### src/rtl/con_pkg.sv
// rtl/con_pkg.sv - shared types and width helpers for the consumer-side word packer
//
// Contents:
//   con_pack_state_e : packer FSM states (IDLE, WAIT, EMIT)
//   con_cnt_width()  : bits needed to hold a counter that reaches max_val inclusive
//   con_idx_width()  : lane-index width for a word of n_lanes lanes (index reaches n_lanes)
//   con_idle_width() : idle-counter width for a timeout of t cycles
package con_pkg;

    typedef enum logic [1:0] {
        IDLE = 2'd0,
        WAIT = 2'd1,
        EMIT = 2'd2
    } con_pack_state_e;

    function automatic int con_cnt_width(input int max_val);
        return (max_val < 1) ? 1 : $clog2(max_val + 1);
    endfunction

    function automatic int con_idx_width(input int n_lanes);
        return con_cnt_width(n_lanes);
    endfunction

    function automatic int con_idle_width(input int t);
        return con_cnt_width(t);
    endfunction

endpackage

### src/rtl/con_word_packer.sv
// rtl/con_word_packer.sv - pops FIFO bytes one at a time and packs them into wide words
//
// Optional feature macro: PACK_PARITY_EN (adds OUT_PARITY, even parity over OUT_DATA).
//
// Ports:
//   CON_CLK     in   consumer clock
//   RST         in   synchronous active-high reset
//   FIFO_EMPTY  in   FIFO empty flag, sampled only in IDLE
//   FIFO_DATA   in   FIFO read data, valid P_RD_LAT cycles after the FIFO_R_EN cycle
//   FIFO_R_EN   out  single-cycle read request, only ever high in IDLE
//   OUT_DATA    out  packed word, lane 0 (LSBs) is the first byte popped
//   OUT_CNT     out  number of valid lanes in OUT_DATA
//   OUT_PARITY  out  XOR of all OUT_DATA bits (PACK_PARITY_EN only)
//   OUT_VALID   out  word available
//   OUT_READY   in   downstream accepts the word
module con_word_packer
    import con_pkg::*;
#(
    parameter int P_DATA_WIDTH = 8,
    parameter int P_PACK       = 4,
    parameter int P_RD_LAT     = 2,
    parameter int P_TIMEOUT    = 16
) (
    input  logic                             CON_CLK,
    input  logic                             RST,
    input  logic                             FIFO_EMPTY,
    input  logic [P_DATA_WIDTH-1:0]          FIFO_DATA,
    output logic                             FIFO_R_EN,
    output logic [P_PACK*P_DATA_WIDTH-1:0]   OUT_DATA,
    output logic [$clog2(P_PACK+1)-1:0]      OUT_CNT,
`ifdef PACK_PARITY_EN
    output logic                             OUT_PARITY,
`endif
    output logic                             OUT_VALID,
    input  logic                             OUT_READY
);

    localparam int IDX_W  = con_idx_width(P_PACK);
    localparam int LAT_W  = con_cnt_width(P_RD_LAT);
    localparam int IDLE_W = con_idle_width(P_TIMEOUT);
    localparam int WORD_W = P_PACK * P_DATA_WIDTH;

    con_pack_state_e   state_q, state_d;
    logic [IDX_W-1:0]  idx_q, idx_d;
    logic [LAT_W-1:0]  lat_q, lat_d;
    logic [IDLE_W-1:0] idle_q, idle_d;
    logic [WORD_W-1:0] lane_q, lane_d;
    logic [WORD_W-1:0] out_data_q, out_data_d;
    logic [IDX_W-1:0]  out_cnt_q, out_cnt_d;
    logic              out_valid_q, out_valid_d;
    logic              fifo_r_en;

    // State register
    always_ff @(posedge CON_CLK) begin
        if (RST) begin
            state_q     <= IDLE;
            idx_q       <= '0;
            lat_q       <= '0;
            idle_q      <= '0;
            lane_q      <= '0;
            out_data_q  <= '0;
            out_cnt_q   <= '0;
            out_valid_q <= 1'b0;
        end else begin
            state_q     <= state_d;
            idx_q       <= idx_d;
            lat_q       <= lat_d;
            idle_q      <= idle_d;
            lane_q      <= lane_d;
            out_data_q  <= out_data_d;
            out_cnt_q   <= out_cnt_d;
            out_valid_q <= out_valid_d;
        end
    end

    // Next-state and datapath
    always_comb begin
        state_d     = state_q;
        idx_d       = idx_q;
        lat_d       = lat_q;
        idle_d      = idle_q;
        lane_d      = lane_q;
        out_data_d  = out_data_q;
        out_cnt_d   = out_cnt_q;
        out_valid_d = out_valid_q;

        case (state_q)
            IDLE: begin
                if (!FIFO_EMPTY) begin
                    lat_d   = LAT_W'(P_RD_LAT);
                    idle_d  = '0;
                    state_d = WAIT;
                end else if (idx_q != '0) begin
                    idle_d = idle_q + 1'b1;
                    // Partial word: unfilled lanes are still zero from the last clear.
                    if (idle_d == IDLE_W'(P_TIMEOUT)) begin
                        out_data_d  = lane_q;
                        out_cnt_d   = idx_q;
                        out_valid_d = 1'b1;
                        idle_d      = '0;
                        state_d     = EMIT;
                    end
                end else begin
                    idle_d = '0;
                end
            end

            WAIT: begin
                lat_d = lat_q - 1'b1;
                // lat_q == 1 is the cycle the counter reaches 0 and FIFO_DATA is valid.
                if (lat_q == LAT_W'(1)) begin
                    for (int i = 0; i < P_PACK; i++) begin
                        if (idx_q == IDX_W'(i)) begin
                            lane_d[i*P_DATA_WIDTH +: P_DATA_WIDTH] = FIFO_DATA;
                        end
                    end
                    idx_d = idx_q + 1'b1;
                    if (idx_d == IDX_W'(P_PACK)) begin
                        out_data_d  = lane_d;
                        out_cnt_d   = idx_d;
                        out_valid_d = 1'b1;
                        state_d     = EMIT;
                    end else begin
                        state_d = IDLE;
                    end
                end
            end

            EMIT: begin
                if (OUT_READY) begin
                    out_valid_d = 1'b0;
                    idx_d       = '0;
                    lane_d      = '0;
                    state_d     = IDLE;
                end
            end

            default: begin
                state_d = IDLE;
            end
        endcase
    end

    // Outputs: the read pulse is combinational so the FIFO sees it in the IDLE
    // cycle itself, which is what makes FIFO_DATA land exactly P_RD_LAT later.
    always_comb begin
        fifo_r_en = 1'b0;
        if ((state_q == IDLE) && !FIFO_EMPTY && !RST) begin
            fifo_r_en = 1'b1;
        end
    end

    assign FIFO_R_EN = fifo_r_en;
    assign OUT_DATA  = out_data_q;
    assign OUT_CNT   = out_cnt_q;
    assign OUT_VALID = out_valid_q;

`ifdef PACK_PARITY_EN
    logic parity_q, parity_d;

    always_comb begin
        parity_d = ^out_data_d;
    end

    always_ff @(posedge CON_CLK) begin
        if (RST) begin
            parity_q <= 1'b0;
        end else begin
            parity_q <= parity_d;
        end
    end

    assign OUT_PARITY = parity_q;
`endif

endmodule
### config.mk
export PLATFORM = sky130hd
export DESIGN_NAME = con_word_packer
export DESIGN_NICKNAME = d
export VERILOG_FILES = /design/src/rtl/con_pkg.sv /design/src/rtl/con_word_packer.sv
export SDC_FILE = /design/constraint.sdc
export NUM_CORES = 1
export LEC_CHECK = 0
export ABC_AREA = 1
export ABC_CLOCK_PERIOD_IN_PS = 2400
export CORE_MARGIN = 2
export CORE_UTILIZATION = 35
export DETAILED_ROUTE_END_ITERATION = 6
export GPL_ROUTABILITY_DRIVEN = 0
export SLEW_MARGIN = 20
export SYNTH_ARGS = -nofsm -noshare
export SYNTH_HDL_FRONTEND = slang
export SYNTH_SLANG_ARGS = --single-unit
### constraint.sdc
create_clock -name CON_CLK -period 2.4 [get_ports CON_CLK]
set_input_delay 0.48 -clock CON_CLK [delete_from_list [all_inputs] [get_ports CON_CLK]]
set_output_delay 0.48 -clock CON_CLK [all_outputs]
set_load 0.01 [all_outputs]
**Word-level counts from Yosys, hierarchy flattened**

Cells that the tools add are included.

- Muxes and demuxes: 42
- Equality and inequality tests: 17
- Reductions and logical operators: 15
- $add $sub $neg: 3

Operators with widths:

| cell | number |
|---|---|
| 32-bit two-way mux | 7 |
| 32-bit case mux with 2 select lines | 2 |
| 8-bit two-way mux | 4 |
| 3-bit two-way mux | 7 |
| 5-bit two-way mux | 3 |
| 2-bit two-way mux | 7 |
| 2-bit != test, second input constant | 7 |
| 3-bit case mux with 2 select lines | 2 |
| 1-bit two-way mux | 7 |
| 7-bit AND reduction | 1 |
| 3-bit by 2-bit equality test with 1-bit output, second input constant | 2 |
| 3-bit != test, second input constant | 2 |
| 2-bit case mux with 3 select lines | 1 |
| 6-bit AND reduction | 1 |
| 3-bit nonzero test | 2 |
| 5-bit by 1-bit adder with 5-bit output, second input constant | 1 |
| 5-bit equality test, second input constant | 1 |
| 2-bit by 1-bit equality test with 1-bit output, second input constant | 2 |
| 2-bit case mux with 2 select lines | 1 |
| 4-bit AND reduction | 1 |
| 2-bit nonzero test | 2 |
| 3-bit by 1-bit adder with 3-bit output, second input constant | 1 |
| 3-bit by 1-bit equality test with 1-bit output, second input constant | 1 |
| 3-bit equality test, second input constant | 1 |
| other kinds (9) | 11 |

- Output and inout bits: 37
- Logic and storage cells: 85
- Input port bits: 12
- Register bits after elaboration: 80

**Depth between registers and ports, before layout**

- Word-level depth: 6
- Gate-level depth with buffers: 11
- Depth with buffers taken out: 10

**Worst setup path before layout**

OpenSTA, ideal clock, no wires.

- Kind: reg-to-reg
- Start point: register idx_q[2]
- End point: register out_data_q[12], in the netlist OUT_DATA[12]
- Cell stages (with the launch flop): 11
- Required time: 2.290 ns
- Setup slack: 0.398 ns
- Arrival time: 1.892 ns
- Period minus slack after synthesis: 2.002 ns
- Path buffers: 3
- Setup time: 0.110 ns
- Cells stage by stage: dfxtp_1 > inv_1 > buf_2 > buf_1 > ha_1 > nand2_2 > o21ai_4 > clkbuf_1 > nand4_1 > nand2_1 > nor2_1

- Cells in the longest elaborated chain, start to end: 5
- Elaborated cells between the ends (all ways): 11
- Those cells by class: add/sub (1); eq/ne (4); mux (4); reduce/logical (2)

Ends and longest elaborated chain:

| element | line | source |
|---|---|---|
| from (decl) | con_word_packer.sv:44 | `logic [IDX_W-1:0] idx_q, idx_d;` |
| from (signal assigned) | con_word_packer.sv:66 | `idx_q <= idx_d;` |
| branches (longest 5 deep; another with 3-bit by 1-bit adder with 3-bit output) | - |  |
| to (signal assigned) | con_word_packer.sv:70 | `out_data_q <= out_data_d;` |
| to (decl) | con_word_packer.sv:48 | `logic [WORD_W-1:0] out_data_q, out_data_d;` |

Several ways; the timed one is not identified. The select of a mux whose other input is x is not followed.
A chain may end at the register's enable or synchronous reset.

**Worst setup path after layout**

- Start point: register idx_q[0]
- End point: register out_data_q[13], in the netlist OUT_DATA[13]

Same word-level chain as after synthesis.

==> flow_summary.yaml <==
route:
  num_vias: 4216
  dr.pass1.iters: 6
  routed_wl_mm: 10.9
  drcViolationCount: 0
  drtIter0Drc: 258
  ant_nets: 0
  post_drt_via_cell_ratio: 4.89
  wire_per_inst_um: 12.6
layout:
  drive_gt1_share_pct: 4.62
  fin_nets: 729
  fin_area_sq_mm: 0.00524
  area_delta_synth_final_pct: 21.6
  n_antenna_cell: 0
worst_hold_path:
  hp-class: "register to register"
  hold_start: "lane_q[30]"
  holdPathStages: 2
  holdPathEnd: "lane_q[30]"
setup_path:
  path_delay_family: "simple AND/OR/NAND/NOR gates"
  rrSetupSlack_ns: 0.29
  path_buf_inv: 1
  slowest_delay_ns: 0.42
  reg2regPathDepth: 8
  crit_top_cell: "ha_1"
  critical_path_class: "register to register"
  critPathArrivalTime_ns: 2.34
  rr_startpoint: "idx_q[0]"
  required_ns: 2.64
  slowest_stage: "dfxtp_1"
  crit_path_start_kind: "register"
  r2r_end: "OUT_DATA[13]"
  worstPathMaxFanout: 35
  path_cells: "ha_1, ha_1, nand2_2, o21ai_4, buf_4, nand4_1, nand2_1, nor2_1"
  cp-end-kind: "register"
power_and_ir_drop:
  pwr_density_cell_mw_per_mm2: 649
  intPower_w: 0.00248
  power.share.clock_pct: 43.9
  total_power_w: 0.00340
  p_seq_share_pct: 41.1
  peakVddDrop_mv: 0.356
  power_frac_comb_pct: 15.0
  p_leak_nw: 2.24
  switching_share_pct: 27.0
  p_sw_w: 0.000918
timing:
  fin_setup_tns_ns: 0
  min_period_over_period_pct: 87.8
  period_needed_ns: 2.11
  fmax_ghz: 0.475
  relSlewSlack_pct: 43.4
  worst_slack_ns: 0.293
  drv_slew: 0
  rsz0062_at_grt: "false"
  tightest_slew_ns: 0.849
  fin_worst_skew_ns: 0.0107
  fin_hold_ws_ns: 0.452
  finalSetupViolCount: 0
  hold_violations: 0
yosys:
  synth-seq-area-share_pct: 37.1
  yosys.area.top_type: "dfxtp_1"
  yosys_warnings: 0
  avgSynthCellArea_sq_um: 6.35
  synth_cell_types: 24
  synth.top_cell.area_share_pct: 37.1
  synth_area_sq_mm: 0.00431
  syn-instance-count: 679
  synthesis.nets: 698
  ys_seq_elements: 80
  synth_area_leaders: "dfxtp_1 37%, nand2_1 18%, inv_1 9.1%"
floorplanning:
  start_util_pct: 35.9
  ioPinCount: 49
  die-height_um: 115
  die_w_um: 115
  coreArea_sq_mm: 0.0120
  die_area_sq_mm: 0.0132
  num_rows: 40
grt:
  grt_pass1_wl_mm: 18.9
  antenna_found_initial: 0
  grt_overflow_total: 0
  track_usage_pct: 17.8
  grt_pass1_vias: 3980
  grt_start_max_net_pins: 54
clock_network:
  cts.clk_slew.worst_paths_ns: 0.06
  clock_path_buffers: 2
  clock-sinks: 80
  post-cts-setup-buffer-count: 0
  hold_buffers: 0
  cts_made_buffers: 9
  cts_root_buf: "clkbuf_16"
  cts-resized-gates: 0
  cts_tree: "done"
  htree_levels: 3
  insertion_delay_ns: 0.35
placed_design:
  dpl-instance-area_sq_mm: 0.00491
  dp_slack_ns: 0.0863
  dp_hpwl_mm: 7.18
  port_buffers: 48
run:
  maxCapViolations: 0
status:
  run_status: "complete, no violations"
kinds of logic (layout without fill, tap and decap cells):
group	Yosys count	after routing	synth area share, %
AND/OR/NAND/NOR	353	353	35.0
buffers and inverters	146	182	13.3
flip-flops	80	80	37.1
XOR/XNOR	1	1	0.203
adder cells (fa/ha/maj)	7	7	2.03
AO/OA/AOI/OAI	92	92	12.3
worst max path at each step:
| stage | startpoint | end | slack [ns] | cells after the start |
|---|---|---|---|---|
| global route | idx_q[0] | OUT_DATA[2] | 0.04 | 8 |
| CTS | state_q[1] | FIFO_R_EN | 0.01 | 6 |
| floorplan | idx_q[2] | OUT_DATA[12] | 0.40 | 10 |
| global placement | FIFO_EMPTY | FIFO_R_EN | 0.07 | 5 |
| finish | idx_q[0] | OUT_DATA[13] | 0.29 | 8 |
| detailed placement | FIFO_EMPTY | FIFO_R_EN | 0.09 | 5 |
power by group through the flow:
stage	registers (W)	clock network, W	logic [W]
2_1_floorplan	0.00144	0	0.000319
3_3_place_gp	0.00143	0	0.000496
3_5_place_dp	0.00143	0	0.000509
4_1_cts	0.00140	0.00153	0.000512
5_1_grt	0.00140	0.00158	0.000574
6_report	0.00140	0.00149	0.000510
cells in the final DEF, fill, tap and decap left out, types with 2 or more instances in the layout:
cell	Yosys	layout
nand2_1	209	209
inv_1	104	104
dfxtp_1	80	80
nand3_1	53	53
nor2_1	50	50
a21oi_1	48	48
clkdlybuf4s50_1	0	47
nand4_1	37	37
a21boi_0	21	21
o21ai_0	19	19
buf_4	2	12
clkbuf_16	0	9
ha_1	7	7
clkinvlp_4	0	2
bufinv_16	0	2
routing by layer:
metal	wire, um	up-vias	global-route usage (%)	share of wire [%]
met5	0	-	0	0
met4	189	0	6.75	1.7
met3	546	17	3.32	5.0
met2	5000	111	29.0	46
met1	5160	1889	23.4	47
li1	-	2199	-	-
stage by stage:
step | cells | util (%)
finish | 862 | 43.6
global route | 862 | 43.6
CTS | 862 | 43.6
detailed placement | 846 | 40.9
global placement | 846 | 40.9
floorplan | 679 | -
tightest hold or removal path: cells and delay by family (launching register included):
family | cells | cell delay (ns)
buf+inv | 1 | 0.06
flops | 1 | 0.30
compound gates | 1 | 0.06
synthesized netlist by cell type (all sizes together):
cell type,count
nand2,210
inv,105
dfxtp,80
nand3,54
nor2,51
a21oi,48
nand4,37
clkbuf,22
a21boi,21
o21ai,20
buf,19
ha,7
a211oi,1
nor3,1
o211ai,1
o21bai,1
xor2,1
area by class of cell:
type	count	area, sq um
timing repair buffer	61	593
clock buffer	11	243
clock inverter	5	80.1
inverter	105	394
tap	147	184
sequential	80	1600
fill	1234	6770
multi-input combinational	453	2150
sequential cells by signal, indices dropped and copies added (netlist names):
signal / cells
OUT_CNT: 3
OUT_DATA: 32
OUT_VALID: 1
idle_q: 5
idx_q: 3
lane_q: 32
lat_q: 2
state_q: 2
(Power assumes the default switching activity.)
